`src/rtl/disp_pkg.sv`:
```
// disp_pkg: shared constants and sizing helpers for the display scan controller
package disp_pkg;
  localparam logic [6:0] SEG_BLANK = 7'h7F;
  function automatic logic [7:0] an_off(int n);
    return 8'((1 << n) - 1);
  endfunction
  function automatic int idx_w(int n);
    return n > 1 ? $clog2(n) : 1;
  endfunction
endpackage

```
`src/rtl/disp_scan_ctrl_if.sv`:
```
// disp_scan_ctrl_if: value/control inputs and segment/anode pins of the scan controller
//   value_in/load/lz_en/blank_mask/blink_en/dp_mask : driven by game logic (master)
//   seg/dp/an/frame_done                             : driven by the controller (slave)
interface disp_scan_ctrl_if #(parameter int NUM_DIGITS = 4);
  logic [4*NUM_DIGITS-1:0] value_in;
  logic load, lz_en, blink_en, dp, frame_done;
  logic [NUM_DIGITS-1:0] blank_mask, dp_mask, an;
  logic [6:0] seg;
  modport master(output value_in, load, lz_en, blank_mask, blink_en, dp_mask,
                 input seg, dp, an, frame_done);
  modport slave(input value_in, load, lz_en, blank_mask, blink_en, dp_mask,
                output seg, dp, an, frame_done);
endinterface

```
`src/rtl/hex7seg.sv`:
```
// hex7seg: hex nibble to active-low 7-segment glyph (seg_o[0]=a .. seg_o[6]=g)
//   nib_i : hex digit in, seg_o : segment pattern out
module hex7seg (
  input  logic [3:0] nib_i,
  output logic [6:0] seg_o
);
  localparam logic [6:0] GLYPH [16] = '{
    7'h40, 7'h79, 7'h24, 7'h30, 7'h19, 7'h12, 7'h02, 7'h78,
    7'h00, 7'h10, 7'h08, 7'h03, 7'h46, 7'h21, 7'h06, 7'h0E};
  assign seg_o = GLYPH[nib_i];
endmodule

```
`src/rtl/disp_scan_ctrl.sv`:
```
// disp_scan_ctrl: time-multiplexed common-anode 7-segment scan with dead time, double buffer, LZ suppression, blanking and blink
//   clk, rst_n : clock, asynchronous active-low reset
//   bus        : slave side of disp_scan_ctrl_if (value/control in, seg/dp/an/frame_done out)
module disp_scan_ctrl
  import disp_pkg::*;
#(
  parameter int NUM_DIGITS   = 4,
  parameter int REFRESH_DIV  = 50000,
  parameter int DEAD_CYCLES  = 500,
  parameter int BLINK_FRAMES = 32
) (
  input  logic clk,
  input  logic rst_n,
  disp_scan_ctrl_if.slave bus
);
  localparam int IW = idx_w(NUM_DIGITS);
  localparam int CW = idx_w(REFRESH_DIV);
  localparam int BW = idx_w(BLINK_FRAMES);
  localparam logic [NUM_DIGITS-1:0] AN_IDLE = NUM_DIGITS'(an_off(NUM_DIGITS));
  logic [CW-1:0] cnt_q, cnt_d;
  logic [IW-1:0] idx_q, idx_d;
  logic [BW-1:0] bc_q, bc_d;
  logic [4*NUM_DIGITS-1:0] pend_q, pend_d, disp_q, disp_d;
  logic [NUM_DIGITS-1:0] an_q, an_d;
  logic [6:0] seg_q, seg_d, glyph;
  logic [3:0] nib;
  logic pv_q, pv_d, ph_q, ph_d, dp_q, dp_d, fd_q, fd_d;
  logic wrap, last, bnd, bwrap, active, dark, supp;
  hex7seg u_dec (.nib_i(nib), .seg_o(glyph));
  always_comb begin
    wrap   = cnt_q == CW'(REFRESH_DIV - 1);
    last   = idx_q == IW'(NUM_DIGITS - 1);
    bnd    = wrap & last;
    bwrap  = bc_q == BW'(BLINK_FRAMES - 1);
    cnt_d  = wrap ? '0 : cnt_q + CW'(1);
    idx_d  = !wrap ? idx_q : last ? '0 : idx_q + IW'(1);
    pend_d = bus.load ? bus.value_in : pend_q;
    pv_d   = !bnd & (bus.load | pv_q);
    // a load landing on the boundary cycle bypasses pending and shows in the new frame
    disp_d = !bnd ? disp_q : bus.load ? bus.value_in : pv_q ? pend_q : disp_q;
    bc_d   = !bus.blink_en ? '0 : !bnd ? bc_q : bwrap ? '0 : bc_q + BW'(1);
    ph_d   = bus.blink_en & (ph_q ^ (bnd & bwrap));
    nib    = disp_q[{idx_q, 2'b00} +: 4];
    // suppressed when this nibble and every more significant one are zero
    supp   = bus.lz_en && idx_q != '0 && (disp_q >> {idx_q, 2'b00}) == '0;
    dark   = bus.blank_mask[idx_q] | supp | (bus.blink_en & ph_q);
    active = cnt_q >= CW'(DEAD_CYCLES);
    an_d   = active ? ~(NUM_DIGITS'(1) << idx_q) : AN_IDLE;
    seg_d  = active && !dark ? glyph : SEG_BLANK;
    dp_d   = !active || dark || !bus.dp_mask[idx_q];
    fd_d   = bnd;
  end
  always_ff @(posedge clk or negedge rst_n)
    if (!rst_n) begin
      cnt_q  <= '0;
      idx_q  <= '0;
      bc_q   <= '0;
      pend_q <= '0;
      disp_q <= '0;
      pv_q   <= 1'b0;
      ph_q   <= 1'b0;
      an_q   <= AN_IDLE;
      seg_q  <= SEG_BLANK;
      dp_q   <= 1'b1;
      fd_q   <= 1'b0;
    end else begin
      cnt_q  <= cnt_d;
      idx_q  <= idx_d;
      bc_q   <= bc_d;
      pend_q <= pend_d;
      disp_q <= disp_d;
      pv_q   <= pv_d;
      ph_q   <= ph_d;
      an_q   <= an_d;
      seg_q  <= seg_d;
      dp_q   <= dp_d;
      fd_q   <= fd_d;
    end
  assign bus.an         = an_q;
  assign bus.seg        = seg_q;
  assign bus.dp         = dp_q;
  assign bus.frame_done = fd_q;
endmodule

```
`src/flat_wrapper.sv`:
```
// flat-port wrapper written by rule: the top's interface ports become plain ports
module disp_scan_ctrl_flat import disp_pkg::*;
#(
  parameter int NUM_DIGITS   = 4,
  parameter int REFRESH_DIV  = 50000,
  parameter int DEAD_CYCLES  = 500,
  parameter int BLINK_FRAMES = 32
)
  (clk, rst_n, bus_value_in, bus_load, bus_lz_en, bus_blank_mask, bus_blink_en, bus_dp_mask, bus_seg, bus_dp, bus_an, bus_frame_done);
  disp_scan_ctrl_if #(.NUM_DIGITS(NUM_DIGITS)) bus_i ();
  input  logic clk;
  input  logic rst_n;
  input wire logic [$bits(bus_i.value_in)-1:0] bus_value_in;
  input wire logic [$bits(bus_i.load)-1:0] bus_load;
  input wire logic [$bits(bus_i.lz_en)-1:0] bus_lz_en;
  input wire logic [$bits(bus_i.blank_mask)-1:0] bus_blank_mask;
  input wire logic [$bits(bus_i.blink_en)-1:0] bus_blink_en;
  input wire logic [$bits(bus_i.dp_mask)-1:0] bus_dp_mask;
  output wire logic [$bits(bus_i.seg)-1:0] bus_seg;
  output wire logic [$bits(bus_i.dp)-1:0] bus_dp;
  output wire logic [$bits(bus_i.an)-1:0] bus_an;
  output wire logic [$bits(bus_i.frame_done)-1:0] bus_frame_done;
  assign bus_i.value_in = bus_value_in;
  assign bus_i.load = bus_load;
  assign bus_i.lz_en = bus_lz_en;
  assign bus_i.blank_mask = bus_blank_mask;
  assign bus_i.blink_en = bus_blink_en;
  assign bus_i.dp_mask = bus_dp_mask;
  assign bus_seg = bus_i.seg;
  assign bus_dp = bus_i.dp;
  assign bus_an = bus_i.an;
  assign bus_frame_done = bus_i.frame_done;
  disp_scan_ctrl #(.NUM_DIGITS(NUM_DIGITS), .REFRESH_DIV(REFRESH_DIV), .DEAD_CYCLES(DEAD_CYCLES), .BLINK_FRAMES(BLINK_FRAMES)) u_core (.clk(clk), .rst_n(rst_n), .bus(bus_i));
endmodule
```
`config.mk`:
```
export PLATFORM = sky130hd
export DESIGN_NAME = disp_scan_ctrl_flat
export DESIGN_NICKNAME = d
export VERILOG_FILES = /design/src/rtl/disp_pkg.sv /design/src/rtl/disp_scan_ctrl_if.sv /design/src/rtl/hex7seg.sv /design/src/rtl/disp_scan_ctrl.sv /design/src/flat_wrapper.sv
export SDC_FILE = /design/constraint.sdc
export NUM_CORES = 1
export LEC_CHECK = 0
export ABC_AREA = 1
export CAP_MARGIN = 30
export CORE_MARGIN = 2
export CORE_UTILIZATION = 40
export CTS_BUF_LIST = sky130_fd_sc_hd__clkbuf_4 sky130_fd_sc_hd__clkbuf_8 sky130_fd_sc_hd__clkbuf_16
export DETAILED_ROUTE_END_ITERATION = 8
export HOLD_SLACK_MARGIN = 0.05
export PLACE_DENSITY = 0.65
export RECOVER_POWER = 25
export SYNTH_ARGS = -nofsm -noshare
export SYNTH_HDL_FRONTEND = slang
export SYNTH_HIERARCHICAL = 1
export SYNTH_SLANG_ARGS = --single-unit
export TNS_END_PERCENT = 20
```
`constraint.sdc`:
```
create_clock -name clk -period 4 [get_ports clk]
set_input_delay 0.8 -clock clk [delete_from_list [all_inputs] [get_ports clk]]
set_output_delay 0.8 -clock clk [all_outputs]
set_load 0.1 [all_outputs]
```
# Yosys cells after proc, flatten, opt, wreduce, memory -nomap -nowiden
# Memories as Yosys holds them, arrays and structs flattened.
# Cells that the tools add are included.
[word_totals]
inputBits = 29
out_inout_bits = 13
n_memories = 1
mem_bits_ro = 112
wordCells = 64
reg_bits = 70
[memory_table]
columns = ["name", "depth", "width", "rd", "rd_ports_with_merged_regs", "write_ports", "line_no", "source"]
rows = [
  ["(no name shown)", 16, 7, 1, 0, 0, "hex7seg.sv:10", "assign seg_o = GLYPH[nib_i];"],
]
[op_classes]
muxes = 15
shift = 3
n_reduce_logical = 13
bitwise = 11
add_sub_neg = 3
order_cmp = 3
n_eq_ne = 4
[ops]
columns = ["operator", "count"]
rows = [
  ["$mux W16", 3],
  ["$mux W7", 3],
  ["$add A16 B1 Y16 const B", 1],
  ["$eq A16 B16 Y1 const B", 1],
  ["$ge A16 B9 Y1 const B", 1],
  ["$logic_not A16 Y1", 1],
  ["$shiftx A16 B5 Y4", 1],
  ["$shr A16 B4 Y16", 1],
  ["$mux W5", 3],
  ["$add A5 B1 Y5 const B", 1],
  ["$and A1 B1 Y1", 5],
  ["$eq A5 B5 Y1 const B", 1],
  ["$ge A5 B5 Y1 const B", 1],
  ["$not A4 Y5", 1],
  ["$bmux W1 S2", 2],
  ["$logic_not A1 Y1", 4],
  ["$mux W4", 1],
  ["$not A4 Y4", 1],
  ["$reduce_bool A2 Y1", 2],
  ["$shl A1 B2 Y4 const A", 1],
  ["$logic_and A1 B1 Y1", 3],
  ["$lt A2 B3 Y1 const B", 1],
  ["$or A1 B1 Y1", 3],
  ["$add A2 B1 Y2 const B", 1],
  ["other kinds (7)", 9],
]

# Depth between registers and ports, before layout
[logic_depth]
word_depth = 8
ltp_mapped = 15
ltp_nobuf = 14

# By module
# Netlist, hierarchy kept.
[by_module_without_submodules]
columns = ["module", "cells_each", "instances", "seq_area_each_um2", "area_each_um2"]
rows = [
  ["disp_scan_ctrl", 424, 1, 1766.7, 3427.0],
  ["hex7seg", 51, 1, 0.0, 275.3],
]

# Worst setup path before layout
# Ideal clock, no wire load.
[synth_path]
path_type = "input to register"
startpoint = "input bus_load"
endpoint = "register u_core.disp_q[10]"
setup_time_ns = 0.116
n_path_buf = 3
stages = 6
path_slack_ns = 2.199
arrival_ns = 1.684
required_time_ns = 3.884
cell_sequence = "buf_2 > or2_2 > buf_2 > buf_2 > nand3_1 > nand2_1"
[synth_between]
elab_chain_cells = 2
elab_cells_between_ends = 3
classes_between = "mux (1); reduce/logical (2)"
[synth_lines]
columns = ["element", "line_no", "source"]
rows = [
  ["start: declaration", "flat_wrapper.sv:14", "input wire logic [$bits(bus_i.load)-1:0] bus_load;"],
  ["$reduce_bool A2 Y1 (no line)", "--", ""],
  ["$reduce_and A2 Y1 (no line)", "--", ""],
  ["end signal: assignment", "disp_scan_ctrl.sv:71", "disp_q <= disp_d;"],
  ["end: declaration", "disp_scan_ctrl.sv:23", "logic [4*NUM_DIGITS-1:0] pend_q, pend_d, disp_q, disp_d;"],
]
# Several ways; a longest one is shown, not always the timed one.
# A chain may end at the register's enable or synchronous reset.

# Final worst setup path
[layout_path]
startpoint = "register u_core.seg_q[3], in the netlist u_core/bus.seg[3]"
endpoint = "output bus_seg[3]"
[layout_lines]
columns = ["element", "line_no", "source"]
rows = [
  ["start: declaration", "disp_scan_ctrl.sv:25", "logic [6:0] seg_q, seg_d, glyph;"],
  ["start signal: assignment", "disp_scan_ctrl.sv:75", "seg_q <= seg_d;"],
  ["end: declaration", "flat_wrapper.sv:19", "output wire logic [$bits(bus_i.seg)-1:0] bus_seg;"],
]
# No word-level cell between the ends.

==> results.py <==
metrics = {
    "global_routing": {
        "antenna_found_initial": 0,
        "grt_pass1_wl_um": 13400,
        "grt_max_degree": 39,
        "grt-ovfl-total": 0,
        "grt_pass1_vias": 2977,
        "track_usage": 0.165,
    },
    "clock_tree": {
        "ctsRootBufferMaster": "clkbuf_8",
        "cts-hold-fix-buffers": 0,
        "cts_setup_buffers": 0,
        "cts_tree": "yes",
        "cts_buffer_depth": 2,
        "clk_latency_ps": 340,
        "cts.sinks": 70,
        "htreeDepth": 3,
        "cts_buffers": 9,
        "path_clk_slew_ps": 70,
        "cts_resized": 0,
    },
    "critical_path": {
        "worstSetupPathType": "reg2out",
        "cp_slowest_cell": "clkdlybuf4s50_1",
        "cp.buffers_inverters": 1,
        "path_cells": "clkdlybuf4s50_1",
        "required_ps": 3200,
        "slowest_delay_ps": 1140,
        "crit_arrival_ps": 2000,
        "worst_path_dominant_cell_family": "buffers and inverters",
        "start_kind": "flip-flop",
        "crit_fanout": 1,
        "endpoint_kind": "output pin",
    },
    "floorplanning": {
        "design.die.area_mm2": 0.0100,
        "initial_core_util": 0.406,
        "fp.dieW_um": 100,
        "num_rows": 35,
        "core_mm2": 0.00911,
        "die_height_um": 100,
        "ios": 42,
    },
    "sta": {
        "finalCriticalPeriod_ps": 2800,
        "finClkSkew_ps": 10.2,
        "fmax_mhz": 357,
        "setup-tns-final_ps": 0,
        "hold_viol": 0,
        "setup_viol": 0,
        "fin_crit_sh": 0.700,
        "slew_violations": 39,
        "slew_headroom": -0.323,
        "rsz0062_at_grt": "false",
        "worst_slew_pin_slew_ps": 1980,
    },
    "synth": {
        "ys_warn_count": 6,
        "yosysTopAreaCell": "dfrtp_1",
        "ys_ff_latch": 70,
        "synth_edf_count": 0,
        "ys_top_cells_by_area": "dfrtp_1, nand2_1, dfstp_2, nand3_1, ha_1",
        "postSynthCellCount": 475,
        "synthArstFlopShare": 1.00,
        "avgSynthCellArea_um2": 7.79,
        "synth_most_common_cell": "nand2_1",
        "synth_area_mm2": 0.00370,
        "synth.distinct_cells": 32,
        "ys_top_cells_by_count": "nand2_1, nand3_1, dfrtp_1",
        "synth_top_flop_cell": "dfrtp_1",
        "synth_top_area_frac": 0.392,
        "yosysSeqAreaShare": 0.477,
        "synth.net_count": 519,
    },
    "power_and_ir_drop": {
        "max-vdd-ir-drop_uv": 190,
        "internal_power_uw": 1100,
        "p_comb_frac": 0.048,
        "clkPwrFrac": 0.429,
        "powerDensity_mw_per_mm2": 318,
        "p_leak_uw": 0.00218,
        "sw_frac_of_total": 0.206,
        "seqPwrFrac": 0.522,
        "p_sw_uw": 287,
    },
    "routing": {
        "ant_nets": 0,
        "drt_iter0_drc": 91,
        "wirelength_um": 7420,
        "routedWlPerCell_um": 11.8,
        "via_per_inst": 4.79,
        "vias": 3022,
        "drt_pass1_iterations": 4,
        "drc": 0,
    },
    "cells_and_area": {
        "synthToLayoutAreaGrowth_pct": 18.2,
        "nNetsFinal": 559,
        "antennaDiodeCount": 0,
        "drive_gt1_frac": 0.0865,
        "utilization": 0.480,
        "ff_latch_area_mm2": 0.00177,
        "multi_input_area_mm2": 0.00164,
        "nFillCells": 907,
    },
    "place": {
        "hpwlAfterDp_um": 5580,
        "io_buffers": 41,
        "gp_congestion": 0.879,
    },
    "status": {
        "outcome": "finished with violations",
        "violations": "max-capacitance violations, max-slew violations",
    },
    "hold_path": {
        "hold_class": "in2async",
    },
    "flow_run": {
        "cap_violations": 1,
    },
}
per-stage QoR:
step                power, µW  cell area, µm²  instances  setup slack (ps)  hold slack, ps
global placement          808            4170        615              1510             455
detailed placement        809            4170        615              1490             459
global route             1460            4380        631               694             506
finish                   1390            4380        631              1200             469
floorplan                 761            3700        475              2200             439
CTS                      1420            4390        631              1180             323
placed cells by master (no fill, tap or decap), types with 2 or more instances in the layout:
master,n
nand2_2,3
nor3_1,8
nand4_1,6
nand3_1,63
o21ai_0,11
o22ai_1,2
inv_2,4
nor2_1,34
o21ai_1,3
clkbuf_1,3
clkbuf_4,4
clkdlybuf4s50_1,40
clkinv_1,2
nor3b_1,2
dfrtp_1,58
ha_1,15
a21oi_1,7
nor2_4,2
dfstp_2,12
nor2_2,3
nand2_1,164
clkbuf_8,11
inv_1,48
xor2_1,5
worst paths after layout:
path | slack [ps] | cells after the start | start | to
worst max-delay path | 1200 | 1 | u_core/bus.seg[3] | bus_seg[3]
worst min-delay path | 470 | 1 | rst_n | u_core/cnt_q[5]
worst max register to register | 1810 | 14 | u_core/idx_q[0] | u_core/bus.seg[3]
worst min register to register | 480 | 2 | u_core/pend_q[5] | u_core/pend_q[5]
max in group asynchronous | 1240 | 2 | rst_n | u_core/pend_q[3]
min in group clk | 480 | 2 | u_core/pend_q[5] | u_core/pend_q[5]
cell type report:
class,count,share of cell area
Clock buffer,15,0.0415
Clock inverter,1,0.00686
Inverter,54,0.0463
Multi-Input combinational cell,336,0.374
Sequential cell,70,0.404
Tap cell,111,0.0317
Timing Repair Buffer,44,0.0958
power groups by stage:
stage	sequential, µW	combinational, µW	clock (µW)
2_1_floorplan	738	23.1	0
3_3_place_gp	739	68.6	0
3_5_place_dp	739	70.2	0
4_1_cts	726	70.1	622
5_1_grt	727	77.3	652
6_report	727	67.2	597
state kept, by name, summed over array words and instances, names as in the netlist:
signal                 flops
u_core/ph_q                1
u_core/bus.seg             7
u_core/disp_q             16
u_core/bus.dp              1
u_core/pv_q                1
u_core/pend_q             16
u_core/cnt_q              16
u_core/bus.frame_done      1
u_core/bc_q                5
u_core/bus.an              4
u_core/idx_q               2
kinds of logic (layout without fill, tap and decap cells):
| logic type | Yosys count | in the layout | synth area share |
|---|---|---|---|
| xor+xnor | 6 | 6 | 0.0142 |
| fa+ha+maj | 15 | 15 | 0.0507 |
| compound gates | 26 | 26 | 0.0382 |
| flops | 70 | 70 | 0.477 |
| buf+inv | 69 | 114 | 0.0804 |
| simple gates | 289 | 289 | 0.339 |
layer usage:
| layer | up-vias | wire length, µm | GRT usage |
|---|---|---|---|
| met5 | - | 0 | 0 |
| li1 | 1566 | - | - |
| met2 | 71 | 3460 | 0.267 |
| met1 | 1377 | 3550 | 0.215 |
| met3 | 8 | 325 | 0.0467 |
| met4 | 0 | 82 | 0.0537 |
No activity file was read; power rests on OpenSTA's default activity.
